**src/rtl/yavas_sayac_pkg.sv**
```systemverilog
// Shared constants and helpers for the parametrised slow up/down counter.
package yavas_sayac_pkg;

  localparam logic MOD_SARMA  = 1'b0;
  localparam logic MOD_DOYMA  = 1'b1;
  localparam logic YON_YUKARI = 1'b1;
  localparam logic YON_ASAGI  = 1'b0;

  // What the counter register does on a given edge, in priority order.
  typedef enum logic [1:0] {
    ISLEM_BEKLE = 2'd0,
    ISLEM_YUKLE = 2'd1,
    ISLEM_ADIM  = 2'd2
  } islem_e;

  // Bits needed to hold 0..n-1; never less than one so a divide-by-one still has a register.
  function automatic int clog2(input int n);
    int r;
    int v;
    r = 0;
    v = 1;
    while (v < n) begin
      v = v << 1;
      r++;
    end
    return (r < 1) ? 1 : r;
  endfunction

endpackage

```
**src/rtl/yavas_sayac_param_on_bolucu.sv**
```systemverilog
// Enable-gated prescaler: counts 0..BOLME-1 and flags the last enabled clock of each period.
module on_bolucu
  import yavas_sayac_pkg::*;
#(
  parameter int BOLME = 4
) (
  input  logic clk,
  input  logic sifirlama,
  input  logic etkin,
  input  logic temizle,
  output logic tik
);

  localparam int W = clog2(BOLME);
  localparam logic [W-1:0] SON = W'(BOLME - 1);

  logic [W-1:0] sayim_q;
  logic [W-1:0] sayim_d;

  assign tik = etkin && (sayim_q == SON);

  always_comb begin
    // NOTE: assign a default before any branch so always_comb never infers a latch.
    sayim_d = sayim_q;
    if (temizle) begin
      sayim_d = '0;
    end else if (tik) begin
      sayim_d = '0;
    end else if (etkin) begin
      sayim_d = sayim_q + 1'b1;
    end
  end

  // NOTE: state registers use non-blocking assignments so every flop samples pre-edge values.
  always_ff @(posedge clk) begin
    if (sifirlama) begin
      sayim_q <= '0;
    end else begin
      sayim_q <= sayim_d;
    end
  end

endmodule

```
**src/rtl/yavas_sayac_param.sv**
```systemverilog
// Slow up/down counter with prescaler, runtime step, wrap/saturate at UST_SINIR and load.
module yavas_sayac_param
  import yavas_sayac_pkg::*;
#(
  parameter int GENISLIK      = 6,
  parameter int ADIM_GENISLIK = 3,
  parameter int BOLME         = 4,
  parameter int UST_SINIR     = 63
) (
  input  logic                     clk,
  input  logic                     sifirlama,
  input  logic                     etkin,
  input  logic                     sayma_yonu,
  input  logic [ADIM_GENISLIK-1:0] sayma_miktari,
  input  logic                     mod_sec,
  input  logic                     yukle,
  input  logic [GENISLIK-1:0]      yukle_deger,
  output logic [GENISLIK-1:0]      sayac_out,
  output logic                     adim_tik,
  output logic                     tasma
);

  if (UST_SINIR > (2 ** GENISLIK) - 1) begin : g_ust_sinir_hatasi
    $fatal(1, "UST_SINIR does not fit in GENISLIK bits");
  end
  if ((2 ** ADIM_GENISLIK) - 1 > UST_SINIR) begin : g_adim_hatasi
    $fatal(1, "largest step exceeds UST_SINIR");
  end
  if (BOLME < 1) begin : g_bolme_hatasi
    $fatal(1, "BOLME must be at least 1");
  end

  // One extra bit so c+k and c+M-k never lose their carry.
  localparam int GW = GENISLIK + 1;
  localparam logic [GENISLIK:0] UST_G = GW'(UST_SINIR);
  localparam logic [GENISLIK:0] MOD_G = GW'(UST_SINIR + 1);

  logic                tik;
  logic [GENISLIK-1:0] sayac_q, sayac_d;
  logic                adim_tik_q, adim_tik_d;
  logic                tasma_q, tasma_d;

  islem_e              islem;
  logic [GENISLIK:0]   c_g, k_g, yuk_g;
  logic [GENISLIK:0]   toplam, fark, sarma_asagi, adim_sonuc;
  logic [GENISLIK:0]   yuklenecek;
  logic                yukari_tasti, asagi_tasti, adim_tasma;

  on_bolucu #(
    .BOLME(BOLME)
  ) u_on_bolucu (
    .clk      (clk),
    .sifirlama(sifirlama),
    .etkin    (etkin),
    .temizle  (yukle),
    .tik      (tik)
  );

  always_comb begin
    islem = ISLEM_BEKLE;
    if (yukle) begin
      islem = ISLEM_YUKLE;
    end else if (tik) begin
      islem = ISLEM_ADIM;
    end
  end

  always_comb begin
    c_g          = {1'b0, sayac_q};
    k_g          = GW'(sayma_miktari);
    yuk_g        = {1'b0, yukle_deger};
    toplam       = c_g + k_g;
    fark         = c_g - k_g;
    sarma_asagi  = c_g + MOD_G - k_g;
    yukari_tasti = (toplam > UST_G);
    asagi_tasti  = (k_g > c_g);
    yuklenecek   = (yuk_g > UST_G) ? UST_G : yuk_g;

    adim_sonuc = c_g;
    adim_tasma = 1'b0;
    if (sayma_yonu == YON_YUKARI) begin
      if (yukari_tasti) begin
        adim_sonuc = (mod_sec == MOD_DOYMA) ? UST_G : (toplam - MOD_G);
        adim_tasma = 1'b1;
      end else begin
        adim_sonuc = toplam;
      end
    end else begin
      // Saturating at zero when already at zero also lands here and still raises tasma.
      if (asagi_tasti) begin
        adim_sonuc = (mod_sec == MOD_DOYMA) ? '0 : sarma_asagi;
        adim_tasma = 1'b1;
      end else begin
        adim_sonuc = fark;
      end
    end
  end

  always_comb begin
    sayac_d    = sayac_q;
    adim_tik_d = 1'b0;
    tasma_d    = 1'b0;
    unique case (islem)
      ISLEM_YUKLE: sayac_d = GENISLIK'(yuklenecek);
      ISLEM_ADIM: begin
        sayac_d    = GENISLIK'(adim_sonuc);
        adim_tik_d = 1'b1;
        tasma_d    = adim_tasma;
      end
      default: sayac_d = sayac_q;
    endcase
  end

  always_ff @(posedge clk) begin
    if (sifirlama) begin
      sayac_q    <= '0;
      adim_tik_q <= 1'b0;
      tasma_q    <= 1'b0;
    end else begin
      sayac_q    <= sayac_d;
      adim_tik_q <= adim_tik_d;
      tasma_q    <= tasma_d;
    end
  end

  assign sayac_out = sayac_q;
  assign adim_tik  = adim_tik_q;
  assign tasma     = tasma_q;

endmodule

```
**config.mk**
```make
export PLATFORM = sky130hd
export DESIGN_NAME = yavas_sayac_param
export DESIGN_NICKNAME = d
export VERILOG_FILES = /design/src/rtl/yavas_sayac_pkg.sv /design/src/rtl/yavas_sayac_param_on_bolucu.sv /design/src/rtl/yavas_sayac_param.sv
export SDC_FILE = /design/constraint.sdc
export NUM_CORES = 1
export LEC_CHECK = 0
export CORE_ASPECT_RATIO = 0.8
export CORE_MARGIN = 2
export CORE_UTILIZATION = 51
export CTS_BUF_LIST = sky130_fd_sc_hd__clkbuf_16
export CTS_CLUSTER_SIZE = 10
export DETAILED_ROUTE_END_ITERATION = 10
export PLACE_DENSITY_LB_ADDON = 0.3
export SKIP_CTS_REPAIR_TIMING = 1
export SYNTH_ARGS = -nofsm -noshare
export SYNTH_HDL_FRONTEND = slang
export SYNTH_SLANG_ARGS = --single-unit
```
**constraint.sdc**
```tcl
create_clock -name clk -period 3.25 [get_ports clk]
set_clock_uncertainty 0.05 [all_clocks]
set_input_delay 0.65 -clock clk [delete_from_list [all_inputs] [get_ports clk]]
set_output_delay 0.65 -clock clk [all_outputs]
set_load 0.005 [all_outputs]
```
==> flow_summary.yaml <==
final_layout:
  synthToLayoutAreaGrowth_pct: 31.8
  fin_cells: 154
  finalNetCount: 157
  diodes: 0
  drive_gt1_share_pct: 6.06
floorplanning:
  initial_core_util_pct: 54.6
  rows: 13
  die_y_um: 41.3
  core_um2: 1630
  dieArea_um2: 2090
  io_pins: 23
  die_w_um: 50.7
setup_path:
  path_buf_inv: 1
  r2r-start: "sayac_out[0]$_SDFFE_PP0P_"
  cp.depth: 8
  path_max_fanout: 4
  cpMaxStageDelayCell: "clkdlybuf4s50_1"
  endpoint: "sayac_out[2]$_SDFFE_PP0P_"
  crit_chain: "clkdlybuf4s50_1 > ha_1 > fa_1 > nor2b_2 > o2111a_2 > nor3_4 > o21ai_1 > a22o_1"
  cp.arrival_ns: 2.71
  setup.worst_path.end_class: "flop"
  r2r-end: "sayac_out[2]$_SDFFE_PP0P_"
  reg2reg_depth: 7
  crit_required_ns: 3.32
  cp_top_family: "adder cells"
  crit_type: "in -> reg"
  worst_path_largest_cell_delay_ns: 0.43
  cp-start-kind: "input pin"
  critPathLaunch: "sayma_miktari[0]"
  reg2reg_slack_ns: 1.17
job:
  cap_violations: 0
global_route:
  grt_antenna_before_repair: 0
  overflow: 0
  grt_pass1_vias: 783
  grt_max_degree: 12
  grt.total_usage_pct: 24.0
  grt_pass1_wl_um: 3570
route:
  via_per_inst: 5.62
  avgRoutedWirePerCell_um: 14.4
  drt_iter0_drc: 23
  wl_um: 2220
  ant_nets: 0
  drc: 0
  first_pass_iters: 4
  vias: 865
sta:
  max_freq_mhz: 379
  finalSetupViolCount: 0
  fin_crit_ns: 2.64
  period_share_pct: 81.1
  slew_headroom_pct: 67.6
  finalHoldViolations: 0
  rsz0062_at_grt: "false"
  slew_violations: 0
  tns_ns: 0
  worst_slew_pin_slew_ns: 0.484
power_and_ir_drop:
  clockPowerShare_pct: 47.1
  p_seq_share_pct: 29.9
  switching_share_pct: 25.3
  cellPowerDensity_nw_per_um2: 396
  combPwrFrac_pct: 23.0
  p_sw_uw: 117
  p_int_uw: 346
  p_leak_uw: 0.000477
  ir_drop_uv: 319
synthesis:
  synth-seq-cells: 10
  postSynthAreaPerCell_um2: 7.93
  ys_async_sr_fraction_pct: 0
  ys_seq_area_share_pct: 22.5
  synth.distinct_cells: 40
  synth_ff_type: "dfxtp_1"
  synth_edf_count: 0
  synthesis.area_um2: 888
  yosysWarningCount: 0
  synthCells: 112
  syn_nets: 136
clock_network:
  clock-sinks: 10
  htree_levels: 1
  cts_buffers: 3
  clkTransAtPathRegs_ns: 0.04
  clk_latency_ns: 0.23
  cts-root-buf: "clkbuf_16"
  cts_max_path_buffers: 2
  cts_tree: "built"
placement:
  dp_hpwl_um: 1670
  gp_congestion: 0.910
  port_buffers: 22
  dp_cells: 150
outcome:
  outcome: "finished clean"
worst_hold_path:
  hold_class: "reg -> reg"
  hold_depth: 2
per-layer routing:
layer / track usage (%) / up-vias / wire length, µm
met2: 45.1 / 21 / 1130
met4: 4.05 / 0 / 17
met1: 28.8 / 405 / 970
li1: - / 437 / -
met3: 6.79 / 2 / 98
met5: 0 / - / 0
cell usage after synthesis (2+ instances only):
cell type,number,area share (%)
nor3_1,2,1.1
o21ai_1,3,1.7
nand3_1,3,1.7
a21oi_1,14,7.9
nand2b_1,3,2.1
xnor2_1,4,3.9
buf_4,2,1.7
dfxtp_1,10,23
nor2_1,12,5.1
fa_1,2,4.5
and3_1,2,1.4
inv_1,6,2.5
o21ai_0,2,1.1
ha_1,7,9.9
o21a_1,2,1.7
mux2i_1,3,3.4
buf_2,2,1.1
nand2_1,9,3.8
a211o_1,2,2.0
nor2b_1,2,1.4
cell usage in the layout, fill, tap and decap left out, types with 3 or more instances in the layout:
cell type	netlist	layout
clkdlybuf4s50_1	0	22
a21oi_1	14	14
ha_1	7	7
mux2i_1	3	3
nand2b_1	3	3
o21ai_1	3	3
nand3_1	3	3
dfxtp_1	10	10
xnor2_1	4	4
nand2_1	9	9
inv_1	6	6
nor2_1	12	12
clkbuf_16	0	3
cells by family (layout without fill, tap and decap cells):
kind of cell    Yosys count  in the layout  share of synthesized area [%]
simple gates             40             40                           23.2
fa+ha+maj                 9              9                           14.4
buf+inv                  12             32                           7.46
compound gates           34             34                           25.1
flops                    10             10                           22.5
mux                       3              3                           3.38
xor+xnor                  4              4                           3.94
power groups by stage:
stage	clock (µW)	sequential [µW]	combinational, µW
6_report	219	139	107
5_1_grt	231	140	118
4_1_cts	220	138	106
3_5_place_dp	0	141	104
3_3_place_gp	0	140	101
2_1_floorplan	0	135	70.6
metrics by stage:
step | utilization, % | total power [µW] | setup WS, ns | hold WS [ns] | area (µm²)
final | 72.0 | 464 | 0.614 | 0.464 | 1170
after global routing | 72.0 | 489 | 0.537 | 0.501 | 1170
after CTS | 72.0 | 464 | 0.616 | 0.465 | 1170
after global placement | 67.2 | 241 | 0.484 | 0.435 | 1090
after detailed placement | 67.2 | 245 | 0.418 | 0.455 | 1090
after floorplan | - | 206 | 1.01 | 0.415 | 888
sequential cells by signal (all words and copies together), names as in the netlist:
name,count
adim_tik,1
u_on_bolucu.sayim_q,2
tasma,1
sayac_out,6
final cells by class:
cell class | count | area (µm²)
fillers | 132 | 455
flip-flops and latches | 10 | 200
well taps | 22 | 27.5
inverters | 6 | 22.5
multi-input cells | 90 | 622
clock buffers | 3 | 75.1
repair buffers | 22 | 220
clock inverters | 1 | 3.75
worst min path at each step:
stage,endpoint,from,slack [ns]
floorplan,u_on_bolucu.sayim_q[1]$_SDFFE_PP0P_,u_on_bolucu.sayim_q[1]$_SDFFE_PP0P_,0.41
global placement,u_on_bolucu.sayim_q[1]$_SDFFE_PP0P_,u_on_bolucu.sayim_q[1]$_SDFFE_PP0P_,0.44
detailed placement,u_on_bolucu.sayim_q[1]$_SDFFE_PP0P_,u_on_bolucu.sayim_q[1]$_SDFFE_PP0P_,0.45
CTS,u_on_bolucu.sayim_q[1]$_SDFFE_PP0P_,u_on_bolucu.sayim_q[1]$_SDFFE_PP0P_,0.47
global route,u_on_bolucu.sayim_q[1]$_SDFFE_PP0P_,u_on_bolucu.sayim_q[1]$_SDFFE_PP0P_,0.50
finish,u_on_bolucu.sayim_q[1]$_SDFFE_PP0P_,u_on_bolucu.sayim_q[1]$_SDFFE_PP0P_,0.46
worst register-to-register path, stage by stage, from the launching register on:
cell and delay [ns]:
dfxtp_1 0.32, ha_1 0.21, fa_1 0.40, nor2b_2 0.20, o2111a_2 0.29, nor3_4 0.20, o21ai_1 0.12, a22o_1 0.18
(Power assumes the default switching activity.)
